--- src/rtl/dominos_input_ctrl.sv ---
`default_nettype none
// ============================================================================
//  Module   : dominos_input_ctrl
//  Function : PS/2 + joystick input conditioning for the Dominos core;
//             held-key decode, registered controls, one-shot coin pulses.
//  Revision : 1.0  initial release
// ============================================================================
module dominos_input_ctrl #(
    parameter int COIN_HOLD = 1200000,
    parameter int COIN_GAP  = 600000
) (
    input  logic        clk_sys,
    input  logic        reset,
    input  logic [10:0] ps2_key,
    input  logic [15:0] joy0,
    input  logic [15:0] joy1,
    input  logic        kb_flush,
    output logic        up1_n,
    output logic        down1_n,
    output logic        left1_n,
    output logic        right1_n,
    output logic        up2_n,
    output logic        down2_n,
    output logic        left2_n,
    output logic        right2_n,
    output logic        start1_n,
    output logic        start2_n,
    output logic        coin1_n,
    output logic        coin2_n
);

    localparam int c_CNT_MAX = (COIN_HOLD > COIN_GAP) ? COIN_HOLD : COIN_GAP;
    localparam int c_CNT_W   = $clog2(c_CNT_MAX + 1);
    localparam logic [c_CNT_W-1:0] c_HOLD_LD = c_CNT_W'(COIN_HOLD - 1);
    localparam logic [c_CNT_W-1:0] c_GAP_LD  = c_CNT_W'(COIN_GAP - 1);

    localparam int c_K_UP1     = 0;
    localparam int c_K_DOWN1   = 1;
    localparam int c_K_LEFT1   = 2;
    localparam int c_K_RIGHT1  = 3;
    localparam int c_K_UP2     = 4;
    localparam int c_K_DOWN2   = 5;
    localparam int c_K_LEFT2   = 6;
    localparam int c_K_RIGHT2  = 7;
    localparam int c_K_COIN1A  = 8;
    localparam int c_K_COIN1B  = 9;
    localparam int c_K_COIN2A  = 10;
    localparam int c_K_COIN2B  = 11;
    localparam int c_K_START1A = 12;
    localparam int c_K_START1B = 13;
    localparam int c_K_START2A = 14;
    localparam int c_K_START2B = 15;

    typedef enum logic [1:0] {
        S_IDLE    = 2'd0,
        S_ACTIVE  = 2'd1,
        S_GAP     = 2'd2,
        S_RELEASE = 2'd3
    } coin_state_t;

    logic        r_tog_q;
    logic        r_primed;
    logic [15:0] r_keys;
    logic [15:0] w_key_sel;
    logic        w_event;
    logic [1:0]  w_coin_req;
    logic        w_unused;

    assign w_unused = &{1'b0, joy0[15:8], joy1[15:8]};

    // The first edge after reset only captures the toggle level, so a key
    // already latched in hps_io is not replayed as a fresh event.
    assign w_event = r_primed && (r_tog_q != ps2_key[10]);

    always_ff @(posedge clk_sys or posedge reset) begin
        if (reset) begin
            r_tog_q  <= 1'b0;
            r_primed <= 1'b0;
        end else begin
            r_tog_q  <= ps2_key[10];
            r_primed <= 1'b1;
        end
    end

    always_comb begin
        w_key_sel = '0;
        case (ps2_key[7:0])
            8'h75: w_key_sel[c_K_UP1]     = 1'b1;
            8'h72: w_key_sel[c_K_DOWN1]   = 1'b1;
            8'h6B: w_key_sel[c_K_LEFT1]   = 1'b1;
            8'h74: w_key_sel[c_K_RIGHT1]  = 1'b1;
            8'h29: w_key_sel[c_K_COIN1A]  = !ps2_key[8];
            8'h2E: w_key_sel[c_K_COIN1B]  = !ps2_key[8];
            8'h14: w_key_sel[c_K_COIN2A]  = !ps2_key[8];
            8'h36: w_key_sel[c_K_COIN2B]  = !ps2_key[8];
            8'h05: w_key_sel[c_K_START1A] = !ps2_key[8];
            8'h16: w_key_sel[c_K_START1B] = !ps2_key[8];
            8'h06: w_key_sel[c_K_START2A] = !ps2_key[8];
            8'h1E: w_key_sel[c_K_START2B] = !ps2_key[8];
            8'h2D: w_key_sel[c_K_UP2]     = !ps2_key[8];
            8'h2B: w_key_sel[c_K_DOWN2]   = !ps2_key[8];
            8'h23: w_key_sel[c_K_LEFT2]   = !ps2_key[8];
            8'h34: w_key_sel[c_K_RIGHT2]  = !ps2_key[8];
            default: ;
        endcase
    end

    always_ff @(posedge clk_sys or posedge reset) begin
        if (reset) begin
            r_keys <= '0;
        end else if (kb_flush) begin
            r_keys <= '0;
        end else if (w_event) begin
            r_keys <= (r_keys & ~w_key_sel) | (w_key_sel & {16{ps2_key[9]}});
        end
    end

    assign w_coin_req[0] = r_keys[c_K_COIN1A] | r_keys[c_K_COIN1B]
                         | joy0[4] | joy0[7] | joy1[7];
    assign w_coin_req[1] = r_keys[c_K_COIN2A] | r_keys[c_K_COIN2B] | joy1[4];

    always_ff @(posedge clk_sys or posedge reset) begin
        if (reset) begin
            up1_n    <= 1'b1;
            down1_n  <= 1'b1;
            left1_n  <= 1'b1;
            right1_n <= 1'b1;
            up2_n    <= 1'b1;
            down2_n  <= 1'b1;
            left2_n  <= 1'b1;
            right2_n <= 1'b1;
            start1_n <= 1'b1;
            start2_n <= 1'b1;
        end else begin
            up1_n    <= ~(r_keys[c_K_UP1]    | joy0[3]);
            down1_n  <= ~(r_keys[c_K_DOWN1]  | joy0[2]);
            left1_n  <= ~(r_keys[c_K_LEFT1]  | joy0[1]);
            right1_n <= ~(r_keys[c_K_RIGHT1] | joy0[0]);
            up2_n    <= ~(r_keys[c_K_UP2]    | joy1[3]);
            down2_n  <= ~(r_keys[c_K_DOWN2]  | joy1[2]);
            left2_n  <= ~(r_keys[c_K_LEFT2]  | joy1[1]);
            right2_n <= ~(r_keys[c_K_RIGHT2] | joy1[0]);
            start1_n <= ~(r_keys[c_K_START1A] | r_keys[c_K_START1B] | joy0[5] | joy1[5]);
            start2_n <= ~(r_keys[c_K_START2A] | r_keys[c_K_START2B] | joy0[6] | joy1[6]);
        end
    end

    // One shaper per coin channel; a held request must be seen low in
    // RELEASE before another pulse can start.
    for (genvar gi = 0; gi < 2; gi++) begin : g_coin
        coin_state_t        r_state;
        logic [c_CNT_W-1:0] r_cnt;
        logic               r_coin_n;

        always_ff @(posedge clk_sys or posedge reset) begin
            if (reset) begin
                r_state  <= S_IDLE;
                r_cnt    <= '0;
                r_coin_n <= 1'b1;
            end else begin
                case (r_state)
                    S_IDLE: begin
                        if (w_coin_req[gi]) begin
                            r_state  <= S_ACTIVE;
                            r_cnt    <= c_HOLD_LD;
                            r_coin_n <= 1'b0;
                        end
                    end
                    S_ACTIVE: begin
                        if (r_cnt == '0) begin
                            r_state  <= S_GAP;
                            r_cnt    <= c_GAP_LD;
                            r_coin_n <= 1'b1;
                        end else begin
                            r_cnt <= r_cnt - 1'b1;
                        end
                    end
                    S_GAP: begin
                        if (r_cnt == '0) begin
                            r_state <= S_RELEASE;
                        end else begin
                            r_cnt <= r_cnt - 1'b1;
                        end
                    end
                    S_RELEASE: begin
                        if (!w_coin_req[gi]) begin
                            r_state <= S_IDLE;
                        end
                    end
                    default: begin
                        r_state  <= S_IDLE;
                        r_coin_n <= 1'b1;
                    end
                endcase
            end
        end
    end

    assign coin1_n = g_coin[0].r_coin_n;
    assign coin2_n = g_coin[1].r_coin_n;

endmodule
`default_nettype wire

--- config.mk ---
export PLATFORM = sky130hd
export DESIGN_NAME = dominos_input_ctrl
export DESIGN_NICKNAME = d
export VERILOG_FILES = /design/src/rtl/dominos_input_ctrl.sv
export SDC_FILE = /design/constraint.sdc
export NUM_CORES = 1
export LEC_CHECK = 0
export CAP_MARGIN = 15
export CELL_PAD_IN_SITES_DETAIL_PLACEMENT = 1
export CELL_PAD_IN_SITES_GLOBAL_PLACEMENT = 1
export CORE_MARGIN = 2
export CORE_UTILIZATION = 43
export CTS_CLUSTER_DIAMETER = 120
export DETAILED_ROUTE_END_ITERATION = 12
export PLACE_DENSITY_LB_ADDON = 0.1
export SYNTH_ARGS = -nofsm -noshare
export SYNTH_HDL_FRONTEND = slang
export SYNTH_SLANG_ARGS = --single-unit
--- constraint.sdc ---
create_clock -name clk_sys -period 3.3 [get_ports clk_sys]
set_input_delay 0.66 -clock clk_sys [delete_from_list [all_inputs] [get_ports clk_sys]]
set_output_delay 0.66 -clock clk_sys [all_outputs]
set_load 0.02 [all_outputs]
==> results.md <==
- After synthesis, flip-flops and latches occupy a little over two fifths of the total area.
- The filler cells instantiated in the layout total roughly 1,200.
- The switching portion of total power is roughly 47%.
- The power density normalized to cell area is 867 nW/µm².
- The total number of yosys warnings is 0.
- Registers are responsible for a little under a third of the overall power.
- By startpoint and endpoint, the worst setup path is classified as reg -> reg.
- The slack of the critical path is 0.757 ns.
- For this design the static power due to leakage is about 2.2 nW.
- The number of maximum-capacitance violations is 0.
- STA classifies the critical path startpoint as a flip-flop.
- The largest stage delay on the critical path is about 0.57 ns.
- The first global-routing pass estimated approximately 21,000 µm of wire.
- The endpoint arrival time on the critical path is ~2.8 ns.
- In the global route stage, overall resource usage came out at a little under a quarter.
- The final route contains 4,069 vias.
- For this run the aggregate overflow at the end of global routing stands at 0.
- The path depth of the worst reg2reg path is 7.
- The pre-antenna-repair detailed-routing pass consisted of 5 iterations.
- The mean instance size in the synthesized netlist is between 9 and 10 µm².
- In this run, post-CTS repair resized a total of 0 instances.
- Counting along the longest clock path gives a buffer depth of 2.
- The I/O pin count is 58.
- Of the cells placed in the final design, the portion with a size suffix greater than 1 is between 10% and 20%.
- For this design, the slowest cell found on the critical path is o41ai_4.
- The count of nets left with antenna violations once routing finished came out at 0.
- The post-route DRC violation count is 0.
- The class of the worst hold path is reg -> reg.
- The hold path endpoint is start1_n$_DFF_PP1_.
- The worst register-to-register path ends at g_coin[1].r_cnt[6]$_DFFE_PP0P_.
- The number of buffers inserted for hold repair after clock tree synthesis is 0.
- The latest clock arrival within the worst-skew pair is roughly 0.36 ns.
- The number of antenna violations at the first check in global routing is 0.
- The startpoint of the worst hold path is r_keys[13]$_DFFE_PP0P_.
- The routability-driven placement congestion ratio is about 0.83.
- For this run, the top clock speed supported by timing is roughly 390 MHz.
- The transition time of the tightest slew-check pin is 0.798 ns.
- The number of pins with negative max-slew slack in the final report was 0.
- The worst setup path is captured at a flip-flop.
- The number of different library cells used by synthesis comes to between 70 and 80.
- The number of enable-type register cells in the synthesized netlist is 0.
- Setup repair after global routing left no endpoint under its margin.
- The tree is rooted in a clkbuf_8.
- The clock net in this run drives a total of 76 sinks.
- The startpoint identified for the worst register-to-register timing path is g_coin[1].r_cnt[0]$_DFFE_PP0P_.
- The total core area is a little over 10,000 µm².
- The height of the die is 107 µm.
- The worst-case clock skew is around 0.010 ns.
- The routed design has ~13,000 µm of wire.
- The clock power share is around 16%.
- Once detailed placement completed, the half-perimeter wirelength came to 9070 µm.
- The kind of cell adding the most delay to the critical path is compound AO/OA/AOI/OAI gates.
- Counting flops with an async set or reset pin after synthesis yields a share of 100%.
- The flip-flop cell with the highest count after synthesis is dfrtp_1.
- The number of buffers added by the clock tree synthesis step is 9.
- Setup violations remaining at the end of the flow were counted as 0.
- The number of buffers added on ports is 41.
- Cell internal power was estimated by the tool at roughly 2.4 mW.
- The clock transition time at the flip-flop clock pins of the worst setup and hold paths is about 0.080 ns.
- The period utilization is between 70 and 80%.
- Counting both buffers and inverters, the worst setup path holds a total of 1.
- The antenna diode count is 0.
- The top-area cell type share of the netlist area is 35.1%.
- The area growth from synthesis to layout is 15.6%.
- The accumulated negative setup slack is 0 ns.
- The effective utilization at floorplan is roughly 44%.
- In this run the number of H-tree levels came out at 3.
- The cell count of the worst hold path is 1.
- The top cell type by total area after synthesis is dfrtp_1.
- The number of nets in the synthesized netlist is roughly 560.
- Synthesis inferred 76 register bits.
- The number of global-route vias before repair came to a little over 4,000.
- The floorplan die area is 11,400 µm².
- The number of endpoints with negative hold slack in the final report is 0.
- The final critical path time including I/O delays and setup is ~2.5 ns.
- The largest net degree at the start of global routing is 55.
- VDD sags by at most between 0.5 and 0.6 mV.
- OpenSTA, run right after detailed placement, puts the worst setup slack at 0.492 ns.
- The number of design-rule violations left by the first detailed-router iteration is between 150 and 200.
- The headroom to the max-slew limit is between 40% and 50%.
- The number of nets in the final layout is roughly 590.
- The number of cells produced by synthesis is approximately 500.
- The worst setup slack for register-to-register paths is 0.76 ns.
- In this run the cell area of the synthesized design comes to between 4000 and 5000 µm².
- Data on the critical path is required at its endpoint by ~3.6 ns.
- The flow ran to the end, and the final reports show no timing, DRC or antenna violations.
- The TritonCTS clock tree is yes.
- After detailed routing, the number of vias per cell comes to approximately 6.
- The count of standard-cell rows is 37.
- Combinational logic is responsible for 52.6% of the overall power.
- Ranked by total cell area, the synthesized netlist is headed by dfrtp_1 35%, dfstp_2 6.9%, nor2_1 5.3%.
- Of all nets on the critical path, the largest fanout is 9.
- The die boundary width is around 110 µm.
- Dividing the detail-routed wire length by the instance count gives between 15 and 20 µm.
- The signal on the critical path passes through inv_1 -> ha_1 -> nor2b_1 -> nand4_2 -> o41ai_4 -> o21ai_1 -> a22o_1.
- After clock tree synthesis, the setup repair step added 0 buffers.
- The analysis attributes to net switching a power of 2.14 mW.
-- final cells by class --
| cell class | count | area [µm²] | share of cell area, % |
|---|---|---|---|
| inverter | 20 | 76.3 | 1.45 |
| clock inverter | 2 | 35.0 | 0.665 |
| tap | 136 | 170 | 3.23 |
| clock buffer | 14 | 153 | 2.90 |
| multi-input combinational | 382 | 2440 | 46.4 |
| timing repair buffer | 48 | 475 | 9.02 |
| sequential | 76 | 1920 | 36.4 |
-- cells in the mapped netlist (12+ instances only) --
master    instances
dfrtp_1          64
mux2i_1          15
o21ai_0          40
nand2_1          27
nor3_1           21
nand3_1          20
clkbuf_1         13
a21oi_1          39
nor2_1           64
inv_1            20
dfstp_2          12
-- registers in the layout, indices dropped and copies added (netlist names) --
register / count
left1_n: 1
coin2_n: 1
r_tog_q: 1
down1_n: 1
left2_n: 1
down2_n: 1
right2_n: 1
start1_n: 1
up1_n: 1
g_coin.r_state: 4
up2_n: 1
r_primed: 1
g_coin.r_cnt: 42
right1_n: 1
r_keys: 16
start2_n: 1
coin1_n: 1
-- cell families after synthesis --
group | Yosys count | synth area share (%)
AND/OR/NAND/NOR | 205 | 25.3
AO/OA/AOI/OAI | 148 | 21.5
flip-flops | 76 | 42.0
buffers and inverters | 44 | 4.39
multiplexers | 16 | 3.54
adder cells (fa/ha/maj) | 11 | 3.02
other | 1 | 0.0822
XOR/XNOR | 1 | 0.192
-- power by group through the flow --
stage               combinational [mW]  clock (mW)  sequential [mW]
floorplan                         1.84           0             1.37
global placement                  2.29           0             1.43
detailed placement                2.41           0             1.45
CTS                               2.41       0.751             1.43
global route                      2.69       0.783             1.47
finish                            2.40       0.730             1.44
-- metal layers --
layer | vias to the layer above | routed length (µm) | GRT usage (%)
li1 | 1925 | - | -
met1 | 2049 | 5910 | 31.4
met2 | 76 | 6160 | 38.4
met3 | 19 | 425 | 3.77
met4 | 0 | 218 | 7.70
met5 | - | 0 | 0
-- cell usage in the layout (no fill, tap or decap), types with 4 or more instances in the layout --
master           synthesis  final
or2_2                    5      5
nor3_1                  21     21
dfstp_2                 12     12
o22a_1                   6      6
nor2_1                  64     64
nand2_1                 27     27
mux2i_1                 15     15
a21oi_1                 39     39
a31oi_1                 11     11
o21ai_0                 40     40
dfrtp_1                 64     64
nor4b_1                  4      4
or3_1                    4      4
and2_1                   4      4
clkdlybuf4s50_1          0     41
buf_4                    4      6
ha_1                    11     11
o21ai_1                  5      5
clkbuf_1                13      4
o31a_1                   4      4
o22ai_1                  5      5
inv_1                   20     19
nand4_1                  6      6
clkbuf_8                 0     10
nor3b_1                  4      4
o31ai_1                  5      5
nand3_1                 20     20
nor4_1                  10     10
-- stage by stage --
stage / util (%) / std cells / hold slack, ns / total power [mW] / area (µm²)
2_1_floorplan: - / 502 / 0.365 / 3.21 / 4560
3_3_place_gp: 49.2 / 662 / 0.381 / 3.72 / 5080
3_5_place_dp: 49.2 / 662 / 0.388 / 3.86 / 5080
4_1_cts: 51.0 / 678 / 0.400 / 4.60 / 5270
5_1_grt: 51.0 / 678 / 0.421 / 4.95 / 5270
6_report: 51.0 / 678 / 0.394 / 4.57 / 5270
-- worst max path at each step --
stage | cells past startpoint | slack, ns | startpoint | end
after CTS | 7 | 0.78 | g_coin[1].r_cnt[0]$_DFFE_PP0P_ | g_coin[1].r_cnt[7]$_DFFE_PP0P_
after global placement | 7 | 0.58 | joy1[4] | g_coin[1].r_cnt[6]$_DFFE_PP0P_
after global routing | 7 | 0.57 | g_coin[0].r_cnt[0]$_DFFE_PP0P_ | g_coin[0].r_cnt[12]$_DFFE_PP0P_
after floorplan | 1 | 0.72 | reset | g_coin[0].r_cnt[0]$_DFFE_PP0P_
after detailed placement | 7 | 0.49 | joy1[4] | g_coin[1].r_cnt[6]$_DFFE_PP0P_
final | 7 | 0.76 | g_coin[1].r_cnt[0]$_DFFE_PP0P_ | g_coin[1].r_cnt[6]$_DFFE_PP0P_
Note: power is estimated with default switching activity, not from simulation.
